$ cat src/rtl/exit_status_apb_pkg.sv
// exit_status_apb_pkg: shared types and constants for the end-of-test reporter and its bench interface
package exit_status_apb_pkg;
  typedef enum logic [1:0] {SUCCESS = 2'd0, FAIL = 2'd1, TIMEOUT = 2'd2, RUNNING = 2'd3} exit_status_e;
  typedef enum logic [1:0] {RUN = 2'd0, DRAIN = 2'd1, DONE = 2'd2} state_e;
  localparam logic [1:0] REG_EXIT = 2'd0;
  localparam logic [1:0] REG_TIMEOUT = 2'd1;
  localparam logic [1:0] REG_DRAIN = 2'd2;
  localparam logic [1:0] REG_STATUS = 2'd3;
  localparam int TIMEOUT_CODE = 'hFF;
endpackage

$ cat src/rtl/exit_status_apb_cnt.sv
// exit_status_apb_cnt: loadable up/down counter that saturates at both ends
// ports: clk, rst; load/load_val overrides counting; up/dn step q by one, holding at all-ones / zero
module exit_status_apb_cnt #(
  parameter int W = 32
) (
  input  logic         clk,
  input  logic         rst,
  input  logic         load,
  input  logic [W-1:0] load_val,
  input  logic         up,
  input  logic         dn,
  output logic [W-1:0] q
);
  always_ff @(posedge clk)
    if (rst) q <= '0;
    else if (load) q <= load_val;
    else if (up && q != '1) q <= q + 1'b1;
    else if (dn && q != '0) q <= q - 1'b1;
endmodule

$ cat src/rtl/exit_status_apb.sv
// exit_status_apb: APB end-of-test register block with watchdog and drain delay before done
// ports: clk, rst; APB slave (paddr/pwdata/pwrite/psel/penable -> prdata/pready/pslverr, zero wait);
//        done/status/exit_code are the registered end-of-test outputs sampled by the bench
module exit_status_apb
  import exit_status_apb_pkg::*;
#(
  parameter int          APB_ADDR_WIDTH = 12,
  parameter int          CODE_W         = 8,
  parameter logic [31:0] DRAIN_RST      = 32'd16,
  parameter logic [31:0] TIMEOUT_RST    = 32'd0
) (
  input  logic                      clk,
  input  logic                      rst,
  input  logic [APB_ADDR_WIDTH-1:0] paddr,
  input  logic [31:0]               pwdata,
  input  logic                      pwrite,
  input  logic                      psel,
  input  logic                      penable,
  output logic [31:0]               prdata,
  output logic                      pready,
  output logic                      pslverr,
  output logic                      done,
  output exit_status_e              status,
  output logic [CODE_W-1:0]         exit_code
);
  state_e       state;
  exit_status_e pend;
  logic [31:0]  timeout_r, drain_r, wdog, dcnt;
  logic [1:0]   addr;
  logic         acc, wr, exit_wr, wdog_hit, unused;
  assign addr     = paddr[3:2];
  assign acc      = psel & penable;
  assign wr       = acc & pwrite;
  assign exit_wr  = wr && addr == REG_EXIT && state == RUN;
  // the compare uses the count before this edge, so expiry lands exactly TIMEOUT cycles after a clear
  assign wdog_hit = state == RUN && timeout_r != '0 && wdog == timeout_r - 32'd1;
  assign pready   = 1'b1;
  assign pslverr  = wr && ((addr == REG_EXIT && state != RUN) || addr == REG_STATUS);
  assign unused   = ^{paddr[APB_ADDR_WIDTH-1:4], paddr[1:0]};
  always_comb
    prdata = !(acc && !pwrite)    ? '0 :
             addr == REG_EXIT     ? {state != RUN, 31'(exit_code)} :
             addr == REG_TIMEOUT  ? timeout_r :
             addr == REG_DRAIN    ? drain_r :
                                    {state, status, wdog[27:0]};
  exit_status_apb_cnt #(.W(32)) u_wdog (
    .clk(clk), .rst(rst), .load(wr && addr == REG_TIMEOUT), .load_val('0),
    .up(state == RUN && timeout_r != '0), .dn(1'b0), .q(wdog)
  );
  // loaded only on entry, so DRAIN writes during the countdown apply to the next run
  exit_status_apb_cnt #(.W(32)) u_drain (
    .clk(clk), .rst(rst), .load(exit_wr | wdog_hit), .load_val(drain_r),
    .up(1'b0), .dn(state == DRAIN), .q(dcnt)
  );
  always_ff @(posedge clk) begin
    if (rst) begin
      state     <= RUN;
      pend      <= RUNNING;
      status    <= RUNNING;
      done      <= 1'b0;
      exit_code <= '0;
      timeout_r <= TIMEOUT_RST;
      drain_r   <= DRAIN_RST;
    end else begin
      if (wr && addr == REG_TIMEOUT) timeout_r <= pwdata;
      if (wr && addr == REG_DRAIN) drain_r <= pwdata;
      if (exit_wr) begin
        exit_code <= pwdata[CODE_W-1:0];
        pend      <= pwdata[CODE_W-1:0] == '0 ? SUCCESS : FAIL;
        state     <= DRAIN;
      end else if (wdog_hit) begin
        exit_code <= CODE_W'(TIMEOUT_CODE);
        pend      <= TIMEOUT;
        state     <= DRAIN;
      end else if (state == DRAIN && dcnt == '0) begin
        state  <= DONE;
        done   <= 1'b1;
        status <= pend;
      end
    end
  end
endmodule
$ cat config.mk
export PLATFORM = sky130hd
export DESIGN_NAME = exit_status_apb
export DESIGN_NICKNAME = d
export VERILOG_FILES = /design/src/rtl/exit_status_apb_pkg.sv /design/src/rtl/exit_status_apb_cnt.sv /design/src/rtl/exit_status_apb.sv
export SDC_FILE = /design/constraint.sdc
export NUM_CORES = 1
export LEC_CHECK = 0
export BUFFER_PORTS_ARGS = -buffer_cell sky130_fd_sc_hd__clkbuf_2
export CELL_PAD_IN_SITES_DETAIL_PLACEMENT = 0
export CELL_PAD_IN_SITES_GLOBAL_PLACEMENT = 1
export CORE_UTILIZATION = 39
export DETAILED_ROUTE_END_ITERATION = 16
export GPL_ROUTABILITY_DRIVEN = 0
export PLACE_DENSITY_LB_ADDON = 0.1
export SLEW_MARGIN = 20
export SYNTH_ARGS = -nofsm -noshare
export SYNTH_HDL_FRONTEND = slang
export SYNTH_SLANG_ARGS = --single-unit
$ cat constraint.sdc
create_clock -name clk -period 3.35 [get_ports clk]
set_input_delay 0.1675 -clock clk [delete_from_list [all_inputs] [get_ports clk]]
set_output_delay 0.1675 -clock clk [all_outputs]
set_load 0.02 [all_outputs]
### After elaboration in Yosys (flattened, before gate mapping)

Index checks and enable logic that the tools add are counted.

* multipliers: 0
* div/mod/pow operators: 0
* mux-type cells: 14
* $lt $le $gt $ge: 0
* equal/unequal tests: 6
* shift operators: 0
* add/subtract/negate cells: 3
* bitwise gates (word level): 5
* reductions and logical operators: 27

Operators with widths (count)
* $mux W32: 6
* $reduce_bool A32 Y1: 2
* $sub A32 B1 Y32 const B: 2
* $add A32 B1 Y32 const B: 1
* $eq A32 B32 Y1: 1
* $logic_not A32 Y1: 1
* $ne A32 B32 Y1 const B: 1
* $mux W8: 2
* $logic_and A1 B1 Y1: 12
* $logic_not A8 Y1: 1
* $reduce_bool A2 Y1: 3
* $eq A2 B1 Y1 const B: 2
* $eq A2 B2 Y1 const B: 2
* $logic_not A2 Y1: 2
* $mux W1: 4
* $mux W2: 2
* $reduce_and A3 Y1: 1
* $reduce_bool A3 Y1: 1
* $reduce_or A3 Y1: 1
* $and A1 B1 Y1: 2
* $not A1 Y1: 2
* $reduce_or A2 Y1: 1
* $logic_not A1 Y1: 1
* $logic_or A1 B1 Y1: 1
* $or A1 B1 Y1: 1

* bits of input ports: 49
* register bits after elaboration: 143
* memories kept: 0
* bits in read-only memories: 0
* word-level logic and storage cells: 65
* bits in latches: 0
* memory bits (writable): 0
* output and inout bits: 45

### Logic depth before layout (Yosys ltp)

* depth in word-level cells: 6
* gate-level depth with buffers: 16
* mapped depth without buffers: 11

### Hierarchy

From an unflattened synthesis, not the netlist that was laid out.

* cells, all modules: 1497
* area total of the unflattened synthesis: 11359.6 um^2

By module, submodules not included
* exit_status_apb_cnt: instances 2, area an instance 3183.1 um^2, cells an instance 418
* exit_status_apb: instances 1, area an instance 4993.5 um^2, cells an instance 661

### Worst setup path before layout

OpenSTA, ideal clock, no wires.

* path type: register to register
* from: register timeout_r[0]
* to: register u_drain.q[8]
* stages on the path, launching flop included: 16
* slack: -0.208 ns
* buffers on the path: 4
* data arrival time: 3.436 ns
* data required time: 3.228 ns
* cells stage by stage: dfxtp_1 -> clkbuf_1 -> inv_1 -> ha_1 -> buf_2 -> or4b_1 -> clkbuf_1 -> or3_1 -> or4_1 -> xnor2_1 -> nand3_1 -> nor4_4 -> and3_1 -> buf_6 -> nor2_4 -> o311a_1

* longest elaborated chain between the ends: 5

RTL lines
* start, declared: line exit_status_apb.sv:28 `logic [31:0] timeout_r, drain_r, wdog, dcnt;`
* start signal, assigned: line exit_status_apb.sv:65 `if (wr && addr == REG_TIMEOUT) timeout_r <= pwdata;`
* $sub A32 B1 Y32 / $reduce_bool A32 Y1 (equally long branches): line exit_status_apb.sv:36 `assign wdog_hit = state == RUN && timeout_r != '0 && wdog == timeout_r - 32'd1;`
* $eq A32 B32 Y1 / $logic_and A1 B1 Y1 (equally long branches): line exit_status_apb.sv:36
* $logic_and A1 B1 Y1 (*): line exit_status_apb.sv:36
* $or A1 B1 Y1 (*): line exit_status_apb.sv:52 `.clk(clk), .rst(rst), .load(exit_wr | wdog_hit), .load_val(drain_r),`
* $mux W32 / $reduce_bool A2 Y1 (equally long branches)
* end signal, assigned: line exit_status_apb_cnt.sv:16 `else if (load) q <= load_val;`
* end signal, assigned: line exit_status_apb_cnt.sv:17 `else if (up && q != '1) q <= q + 1'b1;`
* end signal, assigned: line exit_status_apb_cnt.sv:18 `else if (dn && q != '0) q <= q - 1'b1;`
* end, declared: line exit_status_apb_cnt.sv:12 `output logic [W-1:0] q`

Every way passes the cells marked *; elsewhere a longest branch is shown, timed or not.
A chain may end at the register's enable or synchronous reset.

### Worst setup path in the final report

* from: register timeout_r[0]
* to: register u_drain.q[7]

Same word-level chain as after synthesis.

==> run metrics <==
Commonest cells post-synth=211 x nand2_1, 143 x dfxtp_1, 110 x a21oi_1, 68 x nor2_1, 65 x clkbuf_1; IO buf count=82; Crit Path Max Fanout=4; Yosys Warn Count=0; Ant. Diodes=0; Finished Layout Cells=1,504; final slew viol count=0; Routed WL=28,900 µm; cell area after synthesis=0.00810 mm²; Final Critical Period=3.44 ns; failing checks=negative setup slack; CTS tree=yes; part of the Yosys area used for sequential elements=35.4%; clk buf depth=2; worst-path cell with the longest stage delay=or4b_4; Hold Fails Final Rpt=0; RSZ-0062 raised after global routing=true; GRT overflow=0; std cell rows=52; starting density of the core=39.9%; Synth async-reset ratio=0%; WP data required=3.69 ns; detailed placer's ending HPWL=20,700 µm; setup_tns=-1.33 ns; ordered list of cells on the worst path=inv_4 > ha_4 > or4b_4 > buf_6 > or3_1 > or4_4 > xnor2_2 > nand3_2 > nor4_4 > and3_4 > buf_8 > nor2_4 > buf_6 > o311ai_1; CP Launch Type=register; first-pass GRT wire length=44,600 µm; CP endpoint kind=register; Final nets=1,273; total track usage=27.0%; vias in the first global route=7,942; most frequent cell after synthesis=nand2_1; I/O pin total=94; clock tree sinks=143; Yosys top cell by area=dfxtp_1; DRT antenna net count=0; routed vias/inst=5.62; worst vdd ir=0.304 mV; Largest stage delay, worst path=0.47 ns; final instance area=0.0105 mm²; CTS HTree Levels=4; Overall Power=4.29 mW; predominant post-synthesis flop cell=dfxtp_1; dpl cells=1,445; Max-Cap Viols=0; Pwr per Cell Area=409 mW/mm²; DRT Pass-1 Iters=5; outcome=finished, violations left; Worst Hold Class=input port to register; Final WS setup=-0.0942 ns; die area=0.0213 mm²; Area Growth Syn to Fin=29.4%; LEAKAGE=3.99 nW; DR iter-0 viols=569; Die Height=146 µm; share of layout cells above drive strength 1=23.3%; core footprint=0.0203 mm²; Worst-path clk slew=0.07 ns; mean post-synth cell area=7.55 µm²; period utilization=103%; cells after synthesis=1,072; fill cell count=2,046; clk_lat worst skew=0.44 ns; critical path arrival=3.78 ns; Crit Path Category=register to register; post-place instance area=0.00940 mm²; Slew @ Worst Pin=1.01 ns; final setup violation count=32; max frequency=290 MHz; Root Buffer=clkbuf_16; worst clock skew=0.0134 ns; Post-synth EDFFs=0; initial antenna violation count=0; Die Span X=146 µm; Distinct cells, synth=67; via count=8,456; DRC=0; top cells by area, synth=dfxtp_1 35%, nand2_1 9.8%, a21oi_1 6.8%; Inserted Clock Buffers=17; Syn Nets=1,124; area share of the largest cell type after synthesis=35.4%; wire per inst=19.2 µm; most frequent CP cell=buf_6; dpl ws=-0.181 ns; largest net degree at the start of global routing=101; Seq cells post-synth=143; Slew HR=32.8%
what timing repair did:
action | 4_1_cts | 5_1_grt
endpoints found under the setup margin | 43 | 42
resized for setup | 11 | 37
hold buffers | 18 | 0
buffers inserted | 2 | 5
pin swaps | 2 | 12
cloned | 0 | 2
endpoints found under the hold margin | 28 | 0
critical path, delay by kind of cell (launching register included):
family | cells | cell delay, ns
AO/OA/AOI/OAI | 1 | 0.23
XOR/XNOR | 1 | 0.18
AND/OR/NAND/NOR | 7 | 2.03
buffers and inverters | 4 | 0.45
adder cells (fa/ha/maj) | 1 | 0.12
flip-flops | 1 | 0.33
routing by layer:
layer,global-route usage [%],share of wire (%),vias to the layer above,routed length (µm)
met5,0,0,-,0
met3,3.50,4.9,36,1400
met2,45.1,47,269,13600
met4,9.32,2.3,0,653
met1,35.8,46,4006,13200
li1,-,-,4145,-
metrics by stage:
step           hold WS [ns]  utilization (%)
3_3_place_gp          0.410             46.3
5_1_grt              0.0114             51.6
3_5_place_dp          0.414             46.3
2_1_floorplan         0.291                -
4_1_cts             0.00198             50.3
6_report            0.00746             51.6
worst paths after layout:
path	depth (start not counted)	slack (ns)	from	endpoint
max reg2reg	14	-0.09	timeout_r[0]	u_drain.q[7]
max	14	-0.09	timeout_r[0]	u_drain.q[7]
min	3	0.007	pwdata[17]	drain_r[17]
min reg2reg	2	0.45	done	done
area by class of cell:
| cell class | instances | area [µm²] | area share (%) |
|---|---|---|---|
| Tap cell | 270 | 338 | 3.22 |
| Multi-Input combinational cell | 830 | 5070 | 48.4 |
| Inverter | 16 | 62.6 | 0.597 |
| Clock buffer | 19 | 453 | 4.32 |
| Timing Repair Buffer | 213 | 1560 | 14.9 |
| Sequential cell | 143 | 2870 | 27.3 |
| Clock inverter | 13 | 129 | 1.23 |
kinds of logic after synthesis:
| kind of cell | Yosys count | share of synthesized area, % |
|---|---|---|
| AO/OA/AOI/OAI | 270 | 21.0 |
| XOR/XNOR | 73 | 7.90 |
| adder cells (fa/ha/maj) | 3 | 0.464 |
| buffers and inverters | 99 | 5.16 |
| flip-flops | 143 | 35.4 |
| multiplexers | 10 | 1.25 |
| other | 1 | 0.0463 |
| AND/OR/NAND/NOR | 473 | 28.8 |
where the power goes:
part	internal, mW	total [mW]	switching [mW]
registers	1.73	1.76	0.0267
clock network	1.08	1.91	0.833
logic	0.271	0.622	0.351
total	3.08	4.29	1.21
flip-flops by register name, summed over array words and instances, names as in the netlist:
signal,count
drain_r,32
timeout_r,32
u_drain.q,32
u_wdog.q,32
exit_code,8
pend,2
state,2
status,2
done,1
layout by cell type, fill, tap and decap left out, drive strengths merged, types with 4 or more instances in the layout:
| cell type | n |
|---|---|
| a22oi | 23 |
| o21a | 5 |
| nand3 | 22 |
| or4 | 19 |
| o21ai | 37 |
| clkbuf | 102 |
| xnor2 | 41 |
| inv | 21 |
| o311ai | 5 |
| a211oi | 4 |
| nor2 | 69 |
| nand2 | 211 |
| nor2b | 7 |
| dfxtp | 143 |
| nand4 | 26 |
| xor2 | 32 |
| nor3b | 4 |
| clkinv | 5 |
| buf | 112 |
| o2111ai | 7 |
| o221a | 8 |
| o31ai | 11 |
| and3 | 11 |
| o41ai | 4 |
| or2 | 10 |
| a31oi | 23 |
| and4 | 7 |
| nand2b | 7 |
| a21oi | 110 |
| dlygate4sd3 | 18 |
| mux2i | 9 |
| nor4 | 16 |
| or3 | 21 |
| a41oi | 4 |
| o22ai | 9 |
| nor3 | 29 |
Power figures use the tool's default switching activity.
